===== config.mk =====
export PLATFORM = sky130hd
export DESIGN_NAME = regfile_wb_arbiter
export DESIGN_NICKNAME = d
export VERILOG_FILES = /design/src/rtl/regfile_wb_arbiter.sv
export SDC_FILE = /design/constraint.sdc
export NUM_CORES = 1
export LEC_CHECK = 0
export CORE_MARGIN = 2
export CORE_UTILIZATION = 55
export CTS_CLUSTER_SIZE = 40
export DETAILED_ROUTE_END_ITERATION = 7
export DONT_BUFFER_PORTS = 1
export PLACE_DENSITY = 0.75
export SLEW_MARGIN = 20
export SYNTH_ARGS = -nofsm -noshare
export SYNTH_HDL_FRONTEND = slang
export SYNTH_SLANG_ARGS = --single-unit

===== constraint.sdc =====
create_clock -name clk -period 3.24 [get_ports clk]
set_input_delay 0.648 -clock clk [delete_from_list [all_inputs] [get_ports clk]]
set_output_delay 0.648 -clock clk [all_outputs]
set_load 0.02 [all_outputs]

===== src/rtl/regfile_wb_arbiter.sv =====
// Arbitrates the register file write port between the pipeline WB stage and a
// buffered long-latency unit, with a destination scoreboard and starvation stall.
module regfile_wb_arbiter #(
  parameter int DWIDTH       = 32,
  parameter int AWIDTH       = 5,
  parameter int FIFO_DEPTH   = 2,
  parameter int STARVE_LIMIT = 4
) (
  input  logic                            clk,
  input  logic                            rst_n,
  input  logic                            pipe_we,
  input  logic [AWIDTH-1:0]               pipe_addr,
  input  logic [DWIDTH-1:0]               pipe_data,
  input  logic                            lu_valid,
  output logic                            lu_ready,
  input  logic [AWIDTH-1:0]               lu_addr,
  input  logic [DWIDTH-1:0]               lu_data,
  input  logic                            issue_valid,
  input  logic                            issue_long,
  input  logic [AWIDTH-1:0]               issue_dst,
  output logic [31:0]                     busy_vec,
  output logic                            wb_stall,
  output logic                            rf_we,
  output logic [AWIDTH-1:0]               rf_addr,
  output logic [DWIDTH-1:0]               rf_wdata,
  output logic [$clog2(FIFO_DEPTH):0]     fifo_count
);

  localparam int PW  = $clog2(FIFO_DEPTH);
  localparam int CW  = PW + 1;
  localparam int AGW = $clog2(STARVE_LIMIT + 1);
  localparam logic [CW-1:0]  DEPTH_C = CW'(FIFO_DEPTH);
  localparam logic [AGW-1:0] LIMIT_C = AGW'(STARVE_LIMIT);

  logic [AWIDTH-1:0] mem_addr [FIFO_DEPTH];
  logic [DWIDTH-1:0] mem_data [FIFO_DEPTH];
  logic [PW-1:0]     wr_ptr_reg;
  logic [PW-1:0]     rd_ptr_reg;
  logic [CW-1:0]     count_reg;
  logic [AGW-1:0]    age_reg;
  logic [31:0]       busy_bits;

  logic              pipe_win;
  logic              push;
  logic              pop;
  logic              fifo_nonempty;
  logic [AWIDTH-1:0] head_addr;
  logic [DWIDTH-1:0] head_data;

  // Pop eligibility uses the registered count, so a fresh push can never bypass.
  assign fifo_nonempty = (count_reg != '0);
  assign pipe_win      = pipe_we && (pipe_addr != '0);
  assign pop           = !pipe_win && fifo_nonempty;
  assign lu_ready      = rst_n && (count_reg < DEPTH_C);
  assign push          = lu_valid && lu_ready;
  assign head_addr     = mem_addr[rd_ptr_reg];
  assign head_data     = mem_data[rd_ptr_reg];
  assign wb_stall      = fifo_nonempty && (age_reg >= LIMIT_C);
  assign fifo_count    = count_reg;
  assign busy_vec      = busy_bits;

  always_ff @(posedge clk) begin
    if (push) begin
      mem_addr[wr_ptr_reg] <= lu_addr;
      mem_data[wr_ptr_reg] <= lu_data;
    end
  end

  always_ff @(posedge clk or negedge rst_n) begin
    if (!rst_n) begin
      wr_ptr_reg <= '0;
      rd_ptr_reg <= '0;
      count_reg  <= '0;
    end else begin
      if (push) wr_ptr_reg <= wr_ptr_reg + 1'b1;
      if (pop)  rd_ptr_reg <= rd_ptr_reg + 1'b1;
      if (push && !pop)      count_reg <= count_reg + 1'b1;
      else if (pop && !push) count_reg <= count_reg - 1'b1;
    end
  end

  always_ff @(posedge clk or negedge rst_n) begin
    if (!rst_n) begin
      age_reg <= '0;
    end else if (!fifo_nonempty || pop) begin
      age_reg <= '0;
    end else if (age_reg < LIMIT_C) begin
      age_reg <= age_reg + 1'b1;
    end
  end

  // A popped head destined for r0 is consumed but never written.
  always_ff @(posedge clk or negedge rst_n) begin
    if (!rst_n) begin
      rf_we    <= 1'b0;
      rf_addr  <= '0;
      rf_wdata <= '0;
    end else if (pipe_win) begin
      rf_we    <= 1'b1;
      rf_addr  <= pipe_addr;
      rf_wdata <= pipe_data;
    end else if (pop) begin
      rf_we    <= (head_addr != '0);
      rf_addr  <= head_addr;
      rf_wdata <= head_data;
    end else begin
      rf_we    <= 1'b0;
    end
  end

  genvar gi;
  generate
    for (gi = 0; gi < 32; gi++) begin : g_busy
      if (gi == 0) begin : g_zero
        assign busy_bits[gi] = 1'b0;
      end else begin : g_bit
        logic bit_reg;
        logic set_hit;
        logic clr_hit;
        assign set_hit = issue_valid && issue_long && (issue_dst == AWIDTH'(gi));
        assign clr_hit = pop && (head_addr == AWIDTH'(gi));
        // Set dominates so a re-issue in the retire cycle stays tracked.
        always_ff @(posedge clk or negedge rst_n) begin
          if (!rst_n)       bit_reg <= 1'b0;
          else if (set_hit) bit_reg <= 1'b1;
          else if (clr_hit) bit_reg <= 1'b0;
        end
        assign busy_bits[gi] = bit_reg;
      end
    end
  endgenerate

endmodule


**Word-level counts from Yosys, hierarchy flattened**

Memories as Yosys holds them, arrays and structs flattened.
Index checks and enable logic that the tools add are counted.

- Add/subtract/negate cells: 5
- Equality and inequality tests: 62
- Multiplexer cells: 74
- Reductions and logical operators: 112
- $lt $le $gt $ge: 3

Operators with widths:

| cell | count |
|---|---|
| $eq A5 B5 Y1 const B | 32 |
| $eq A5 B4 Y1 const B | 16 |
| $logic_and A1 B1 Y1 | 70 |
| $reduce_bool A2 Y1 | 35 |
| $mux W1 | 66 |
| $mux W32 | 2 |
| $eq A5 B3 Y1 const B | 8 |
| $eq A5 B2 Y1 const B | 4 |
| $eq A5 B1 Y1 const B | 2 |
| $mux W5 | 2 |
| $reduce_bool A5 Y1 | 2 |
| $mux W3 | 2 |
| $logic_not A1 Y1 | 4 |
| $mux W2 | 2 |
| $add A3 B1 Y3 const B | 1 |
| $ge A3 B3 Y1 const B | 1 |
| $lt A3 B3 Y1 const B | 1 |
| $add A1 B1 Y1 const B | 2 |
| $add A2 B1 Y2 const B | 1 |
| $lt A2 B2 Y1 const B | 1 |
| $sub A2 B1 Y2 const B | 1 |
| $logic_or A1 B1 Y1 | 1 |

- Output and inout bits: 74
- Flip-flop bits (word level): 76
- Bits in writable memories: 74
- Memories: 2

Memories:

| name | depth | width | rd ports | clocked after Yosys merged registers in | write ports | line | text |
|---|---|---|---|---|---|---|---|
| mem_data | 2 | 32 | 1 | 0 | 1 | 36 | `logic [DWIDTH-1:0] mem_data [FIFO_DEPTH];` |
| mem_addr | 2 | 5 | 1 | 0 | 1 | 35 | `logic [AWIDTH-1:0] mem_addr [FIFO_DEPTH];` |

**Longest topological paths before layout**

- Depth in word-level cells: 7
- Mapped depth: 7

**Least setup slack after synthesis**

Ideal clock, no wire load.

- Path kind: input to register
- From: in rst_n
- To: mem mem_addr[0][0], enable pin
- Arrival: 2.802 ns
- Setup slack: 0.006 ns
- Stages: 3
- Path buffers: 0
- Cell sequence: nor2b_1 nand2_1 nor2_1

- Longest elaborated chain between the ends: 4

Ends and longest elaborated chain:

| item | line | text |
|---|---|---|
| from (decl) | 10 | `input logic rst_n,` |
| $logic_and A1 B1 Y1 | 54 | `assign lu_ready = rst_n && (count_reg < DEPTH_C);` |
| $logic_and A1 B1 Y1 | 55 | `assign push = lu_valid && lu_ready;` |
| $mux W1 | 63 | `if (push) begin` |
| $mux W1 (not written as such) | 64 | `mem_addr[wr_ptr_reg] <= lu_addr;` |
| to (decl) | 35 |  |

No other way between the ends.

**Final worst setup path**

- From: reg rd_ptr_reg
- To: reg g_busy[17].g_bit.bit_reg

- Longest elaborated chain between the ends: 4

Ends and longest elaborated chain:

| item | line | text |
|---|---|---|
| from (decl) | 38 | `logic [PW-1:0] rd_ptr_reg;` |
| from (signal assigned) | 76 | `if (pop) rd_ptr_reg <= rd_ptr_reg + 1'b1;` |
| $mem_v2 Z2 W5 | - |  |
| $eq A5 B5 Y1 | 121 | `assign clr_hit = pop && (head_addr == AWIDTH'(gi));` |
| $logic_and A1 B1 Y1 | 121 |  |
| $reduce_bool A2 Y1 (no source line) | - |  |
| to (signal assigned) | 124 | `if (!rst_n) bit_reg <= 1'b0;` |
| to (signal assigned) | 125 | `else if (set_hit) bit_reg <= 1'b1;` |
| to (signal assigned) | 126 | `else if (clr_hit) bit_reg <= 1'b0;` |
| to (decl) | 117 | `logic bit_reg;` |

No other way between the ends.
A chain may end at the register's enable or synchronous reset.

==> impl_metrics.py <==
metrics = {
    "synthesis": {
        "synth_edf_count": 74,
        "yosysSeqAreaShare": 0.645,
        "syn-instance-count": 534,
        "ys_ff_latch": 150,
        "syn_nets": 621,
        "synth_top_area_cell": "edfxtp_1",
        "ys_dominant_reg_cell": "dfrtp_1",
        "yosysUniqueCellTypes": 35,
        "syn_avg_cell_area_um2": 12.0,
        "postSynth.asyncResetShare": 0.507,
        "netlist_top_cells_area": "edfxtp_1 35%, dfrtp_1 30%, mux2i_1 5.5%",
        "synth_top_cell_area_share": 0.347,
        "yosys_warnings": 0,
        "syn-cell-area_um2": 6400,
    },
    "drt": {
        "drt_iter0_markers": 414,
        "vias": 4024,
        "antenna_left": 0,
        "maxUsedRoutingLayer": "met4",
        "drt_drc_violations_left": 0,
        "avgViaCountPerCell": 6.13,
        "wl_met3_mm": 1.55,
        "wl_met1_mm": 5.06,
        "drt-pass1-iter-count": 6,
        "wl_met2_mm": 6.89,
        "wl_per_cell_um": 20.9,
        "wl_mm": 13.7,
    },
    "cts": {
        "cts_tree": "done",
        "postCtsResizedCells": 0,
        "path_clk_slew_ps": 60,
        "clockRootBuffer": "clkbuf_16",
        "cts_max_path_buffers": 2,
        "numCtsBuffers": 17,
        "h-tree-depth": 4,
        "post-cts-setup-buffers": 0,
        "cts_num_sinks": 150,
        "insertion_delay_ps": 420,
        "cts_hold_buf": 1,
    },
    "critical_path": {
        "worstPathArrival_ps": 2830,
        "required_ps": 3580,
        "worst-setup-path-type": "flip-flop to flip-flop",
        "endpoint": "g_busy[17].g_bit.bit_reg",
        "path_max_fanout": 30,
        "r2r_cells": 5,
        "cp-start-kind": "flip-flop",
        "crit_path_cell_trace": "buf_4, nor2_1, a32oi_1, o41ai_1, o21ai_1",
        "crit_start": "rd_ptr_reg",
        "max_stage_delay_ps": 760,
        "ff2ff_setup_slack_ps": 750,
        "end_kind": "flip-flop",
        "cp_slowest_cell": "dfrtp_2",
        "r2r-start": "rd_ptr_reg",
        "r2r_end": "g_busy[17].g_bit.bit_reg",
    },
    "timing": {
        "slew_headroom": 0.320,
        "min_period_over_period": 0.768,
        "rsz0062_at_grt": "false",
        "drv_slew": 0,
        "max_freq_ghz": 0.402,
        "totalNegativeSetupSlack_ps": 0,
        "hold_ws_ps": 86.6,
        "setup_viol": 0,
        "period_minus_slack_ps": 2490,
        "worst_pin_slew_ps": 1020,
        "hold_violations": 0,
        "final.setup_skew_ps": 9.69,
    },
    "pwr": {
        "p_per_area_nw_per_um2": 937,
        "power_mw": 6.42,
        "vdd_ir_drop_max_mv": 0.649,
        "p_leak_nw": 2.66,
    },
    "placement": {
        "dpl.hpwl_mm": 9.02,
        "placed_cell_area_um2": 6260,
        "portBuffers": 0,
        "gp_congestion": 0.822,
    },
    "finish": {
        "area_delta_synth_final_pct": 7.10,
        "drive_gt1_frac": 0.0936,
        "multi_input_area_um2": 1880,
        "design_area_um2": 6850,
        "final_core_util": 0.603,
        "final.fill_count": 902,
        "register_area_um2": 4130,
        "largest_reg_flops": 64,
        "diodes": 0,
        "fin_nets": 587,
    },
    "floorplan": {
        "die_x_um": 112,
        "dieArea_um2": 12500,
        "rows": 39,
        "top_level_ports": 159,
        "core-area_um2": 11400,
        "die_h_um": 112,
        "start_util": 0.563,
    },
    "job": {
        "drv_cap": 0,
    },
    "grt": {
        "grt_pass1_wl_mm": 22.0,
        "grt_pass1_vias": 4191,
        "grt_use_total": 0.230,
        "antenna_found_initial": 0,
        "grt-ovfl-total": 0,
        "grt_max_degree": 77,
    },
    "min_path": {
        "hold_path.class": "input pin to asynchronous set/reset pin",
    },
    "outcome": {
        "status": "complete, no violations",
    },
}
through the flow:
step	cells	setup WS (ps)
floorplan	534	6.14
global route	656	543
finish	656	752
global placement	623	780
detailed placement	623	722
CTS	656	780
placed cells by master (no fill, tap or decap), types with 3 or more instances in the layout:
cell,netlist,layout
dfrtp_1,76,75
edfxtp_1,74,74
nand2_1,59,59
o21ai_0,50,50
nor2_1,45,43
a21oi_1,40,40
mux2i_1,35,35
o41ai_1,31,31
clkbuf_16,0,17
o21ai_1,11,11
clkinvlp_4,0,8
nand2b_1,6,6
nor3_1,5,5
inv_1,5,5
buf_4,32,5
or2_2,4,4
o31ai_1,4,4
nor2b_1,3,3
xnor2_1,3,3
xor2_1,3,3
clkinv_4,0,3
kinds of logic (layout without fill, tap and decap cells):
| group | count (synthesis) | in the layout | share of synthesized area |
|---|---|---|---|
| flops | 150 | 150 | 0.645 |
| mux | 36 | 36 | 0.0565 |
| simple gates | 131 | 131 | 0.0874 |
| compound gates | 143 | 143 | 0.135 |
| fa+ha+maj | 2 | 2 | 0.00391 |
| xor+xnor | 6 | 6 | 0.00822 |
| buf+inv | 65 | 44 | 0.0638 |
| other cells | 1 | 1 | 0.000586 |
cells in the mapped netlist (all sizes together) (4+ instances only):
cell type and n:
o31ai 4, buf 43, edfxtp 74, nand2b 6, nand2 59, clkbuf 17
nor3 5, a21oi 40, o41ai 31, o21ai 61, dfrtp 76, mux2i 35
or2 4, nor2 45, inv 5
power by group:
group	internal [mW]	switching (mW)	leakage, nW	total [mW]
registers	2.44	0.756	1.61	3.20
logic	0.530	0.856	0.797	1.39
clock network	1.06	0.776	0.247	1.83
total	4.03	2.39	2.66	6.42
worst min path at each step:
stage,end,slack (ps),cells after the start
floorplan,age_reg[0],350,0
global placement,rf_wdata[8],360,0
detailed placement,rf_wdata[9],350,0
CTS,rf_wdata[5],120,1
global route,rf_wdata[5],120,1
finish,rf_wdata[5],90,1
critical path, delay by kind of cell (launching register included):
family,cells,cell delay [ps]
AOI/OAI and AO/OA,3,1040
buffers and inverters,1,500
DFF,1,760
and+or+nand+nor,1,90
final cells by class:
class / instances / share of cell area
multi-input combinational: 319 / 0.275
inverter: 5 / 0.00274
tap: 143 / 0.0261
sequential: 150 / 0.602
clock inverter: 14 / 0.0192
timing repair buffer: 7 / 0.0124
clock buffer: 18 / 0.0626
routing by layer:
metal  global-route usage  vias to the layer above
met2                0.370                      201
met1                0.268                     1957
li1                     -                     1845
met4               0.0938                        0
met5                    0                        -
met3                0.109                       21
No activity file was read; power rests on OpenSTA's default activity.
==> variant 1: new RTL, same flow settings <==
Make the reset (`rst_n`) synchronous in 4 clocked blocks.
--- a/src/rtl/regfile_wb_arbiter.sv
+++ b/src/rtl/regfile_wb_arbiter.sv
@@ -66,7 +66,7 @@
     end
   end
 
-  always_ff @(posedge clk or negedge rst_n) begin
+  always_ff @(posedge clk) begin
     if (!rst_n) begin
       wr_ptr_reg <= '0;
       rd_ptr_reg <= '0;
@@ -79,7 +79,7 @@
     end
   end
 
-  always_ff @(posedge clk or negedge rst_n) begin
+  always_ff @(posedge clk) begin
     if (!rst_n) begin
       age_reg <= '0;
     end else if (!fifo_nonempty || pop) begin
@@ -90,7 +90,7 @@
   end
 
   // A popped head destined for r0 is consumed but never written.
-  always_ff @(posedge clk or negedge rst_n) begin
+  always_ff @(posedge clk) begin
     if (!rst_n) begin
       rf_we    <= 1'b0;
       rf_addr  <= '0;
@@ -120,7 +120,7 @@
         assign set_hit = issue_valid && issue_long && (issue_dst == AWIDTH'(gi));
         assign clr_hit = pop && (head_addr == AWIDTH'(gi));
         // Set dominates so a re-issue in the retire cycle stays tracked.
-        always_ff @(posedge clk or negedge rst_n) begin
+        always_ff @(posedge clk) begin
           if (!rst_n)       bit_reg <= 1'b0;
           else if (set_hit) bit_reg <= 1'b1;
           else if (clr_hit) bit_reg <= 1'b0;
Behaviour: differs if rst_n is asserted again (counterexample within 4 cycles, from zero or initial values and one cycle with rst_n low); with rst_n held inactive, the same outputs for 4 cycles.
==> variant 1 against the unedited design <==
- routed wire length up 1.1%
- sequential cell count is 1 higher
- setup slack gained 250 ps
- cell area is 0.15% higher
- clock power grew 2%
- global-route usage decreased by 0.58 points
- sequential share of layout area is 5.3 points lower
- area after synthesis grew 1.1%
- power decreased by 15%
- critical endpoint is now g_busy[5].g_bit.bit_reg$_SDFFE_PN0P_
- largest cell class unchanged
- largest power group unchanged
==> variant 1: results (changes against the unedited design) <==
stage,metric,value,unit,change
critical_path,CP max-delay cell,dfxtp_2,,
power,Int Power,3720,uW,-7.6%
layout,layout cells sized above 1,0.0929,,-0.000671
timing,Setup Skew,6.29,ps,-3.41 ps
layout,Non-CTS inverters,3,,-2
logic_synthesis,syn nets,667,,+7.4%
layout,multi-input combinational area share,0.333,,+0.0580
route,First DRT Iteration DRCs,360,,-13%
logic_synthesis,fraction of registers with async set/reset,0,,-0.507
grt,met2 usage,0.377,,+0.00741
layout,ClkCell Share,0.0821,,+0.000245
route,vias,4232,,+5.2%
power,maximum vdd drop,0.000443,V,-32%
layout,nets@finish,623,,+6.1%
route,DR pass1 iterations,4,,-2
logic_synthesis,register area share after synthesis,0.582,,-0.0626
layout,Buffers excl. clock,8,,+1
place,Placed Cells,660,,+5.9%
place,Final HPWL DP,9290,um,+3.0%
route,Routed WL per cell,20.1,um,-4.2%
power,Comb power frac,0.199,,-0.017
logic_synthesis,Area contributors post-synth,"edfxtp_1 (34%), dfxtp_1 (24%), nand2_1 (6.3%)",,
logic_synthesis,"top cells by count, synth","nand2_1 (108), dfxtp_1 (77), edfxtp_1 (74)",,
layout,sequential cell area share,0.549,,-0.0534
status,status,"finished, final reports clean",,
route,WL final,13900,um,+1.1%
route,routed wl met3,1280,um,-18%
critical_path,CP arrival,2540,ps,-290 ps
critical_path,slack of the worst reg-to-reg path,1010,ps,+250 ps
layout,fillers,927,,+2.8%
==> variant 1: cell types whose count changed after synthesis, moves of 16 or more <==
cell,delta
dfxtp_1,+77
dfrtp_1,-76
nand2_1,+49
o21ai_0,-45
o211ai_1,+36
o41ai_1,-30
a311oi_1,+28
nor2_1,-27
a21boi_0,+18
a21boi_1,+16
==> variant 1: stage by stage <==
step / area [um^2] / power, uW / setup WS, ps / hold WS [ps]
6_report: 6860 / 5460 / 1010 / 315
3_5_place_dp: 6300 / 3630 / 696 / 495
5_1_grt: 6860 / 5700 / 852 / 300
4_1_cts: 6860 / 5500 / 987 / 300
2_1_floorplan: 6460 / 3390 / 10.1 / 468
3_3_place_gp: 6300 / 3600 / 781 / 482
==> variant 1: logic make-up after synthesis <==
group / synth area share
AND/OR/NAND/NOR: 0.117
flip-flops: 0.582
AO/OA/AOI/OAI: 0.164
buffers and inverters: 0.0675
multiplexers: 0.0592
XOR/XNOR: 0.00542
adder cells (fa/ha/maj): 0.00387
other: 0.000580
==> variant 2: new RTL, same settings <==
Made on the original files. Change the parameter `AWIDTH` from 5 to 10.
--- a/src/rtl/regfile_wb_arbiter.sv
+++ b/src/rtl/regfile_wb_arbiter.sv
@@ -2,7 +2,7 @@
 // buffered long-latency unit, with a destination scoreboard and starvation stall.
 module regfile_wb_arbiter #(
   parameter int DWIDTH       = 32,
-  parameter int AWIDTH       = 5,
+  parameter int AWIDTH       = 10,
   parameter int FIFO_DEPTH   = 2,
   parameter int STARVE_LIMIT = 4
 ) (
Interface: changed (resized issue_dst, lu_addr, pipe_addr and rf_addr); port bits go from 159 to 179. The function was not compared with the original's and may differ.
==> variant 2 against the unedited design <==
- sequential cell count rose by 15
- fmax rose by 5.6%
- area after synthesis rose by 14%
- sequential share of layout area fell by 1.9 points
- cell area rose by 14%
- critical path depth fell by 3
- routed wire length rose by 14%
- clock skew fell by 4.1 ps
- setup slack improved by 130 ps
- non-clock buffer count rose by 5
- core utilization rose by 0.82 points
- power fell by 1.9%
- critical path type is now reg -> out
- largest cell class unchanged
==> variant 2: results (changes against the unedited design) <==
stage,metric,value,unit,change
status,status,"finished, final reports clean",,
place,Placement Cell Area,7200,um^2,+15%
logic_synthesis,Area contributors post-synth,"edfxtp_1 (35%), dfrtp_1 (28%), mux2i_1 (5.9%)",,
critical_path,reg2reg path depth,4,,-1
logic_synthesis,syn nets,722,,+16%
logic_synthesis,fraction of synthesized area in multiplexers,0.0639,,+0.00738
critical_path,CP arrival,1710,ps,-1120 ps
layout,"non-filler cells, final",771,,+18%
grt,GRT Overall Usage,0.229,,-0.00135
timing,setup TNS,0,ps,unchanged
clock_network,Clock transition at path regs,60,ps,about the same
place,Final HPWL DP,10800,um,+20%
critical_path,"slowest stage delay, CP",550,ps,-210 ps
timing,Setup Skew,5.54,ps,-4.15 ps
logic_synthesis,Post-synth EDFFs,84,,+14%
power,Comb power frac,0.220,,+0.004
place,Placed Cells,738,,+18%
logic_synthesis,yosys warns,0,,unchanged
critical_path,CP Capture Point,wb_stall,,
grt,number of global-route vias before repair,4894,,+17%
logic_synthesis,Synth Flop Type,edfxtp_1,,
logic_synthesis,compound-cell area share of the yosys netlist,0.108,,-0.0268
layout,storage element area,4550,um^2,+10%
route,WL final,15700,um,+14%
route,DR pass1 iterations,5,,-1
logic_synthesis,Mapped Cells,620,,+16%
route,vias,4654,,+16%
layout,fillers,1005,,+11%
timing,Min Hold Slack,134,ps,+47.1 ps
logic_synthesis,register area share after synthesis,0.626,,-0.0184
power,P_leak,0.00317,uW,+19%
power,switching power,2140,uW,-11%
critical_path,slack of the worst reg-to-reg path,960,ps,+210 ps
logic_synthesis,xor/xnor share of the synthesized area,0.00724,,-0.000981
critical_path,Critical R2R Capture,g_busy[8].g_bit.bit_reg$_DFFE_PN0P_,,
critical_path,CP max FO,11,,-63%
power,clock share of power,0.301,,+0.015
grt,first-pass GRT wire length,25000,um,+13%
logic_synthesis,number of distinct library cells after synthesis,41,,+17%
timing,slew margin rel.,0.328,,+0.00817
logic_synthesis,fraction of registers with async set/reset,0.491,,-0.0158
grt,largest net degree at the start of global routing,82,,+6.5%
critical_path,CP max-delay cell,dfrtp_1,,
power,Int Power,4160,uW,+3.2%
logic_synthesis,Post-Synth Adder-Cell Area,0.00345,,-0.000467
timing,final worst slack,883,ps,+132 ps
place,RD Place Congestion,0.861,,+4.8%
critical_path,Crit path max-delay family,simple AND/OR/NAND/NOR gates,,
power,maximum vdd drop,0.000523,V,-19%
layout,nets@finish,688,,+17%
logic_synthesis,"top cells by count, synth","nand2_1 (89), edfxtp_1 (84), dfrtp_1 (81)",,
route,First DRT Iteration DRCs,304,,-27%
critical_path,Critical Path Source,fifo_count[0]$_DFFE_PN0P_,,
layout,layout cells sized above 1,0.105,,+0.0116
[variant 2: what timing repair did]
item                                   CTS  global route
endpoints found under the hold margin   81             0
setup endpoints to repair                0             0
hold buffers                             1             0
[variant 2: per-layer routing]
metal  vias to the layer above  global-route usage  wire [um]
li1                       2117                   -          -
met1                      2312               0.263       5910
met2                       189               0.383       8090
met3                        36              0.0723       1140
met4                         0               0.121        531
met5                         -                   0          0
[variant 2: cells by family after synthesis]
family / count (synthesis)
AOI/OAI and AO/OA: 134
and+or+nand+nor: 187
DFF: 165
other: 1
adders and majority gates: 2
muxes: 46
xor gates and xnor gates: 6
buffers and inverters: 79
[variant 2: layout make-up]
cell class | count | share of cell area
clock buffers | 21 | 0.0592
clock inverters | 11 | 0.0130
inverters | 14 | 0.00674
multi-input cells | 376 | 0.293
flip-flops and latches | 165 | 0.583
well taps | 172 | 0.0276
repair buffers | 12 | 0.0173
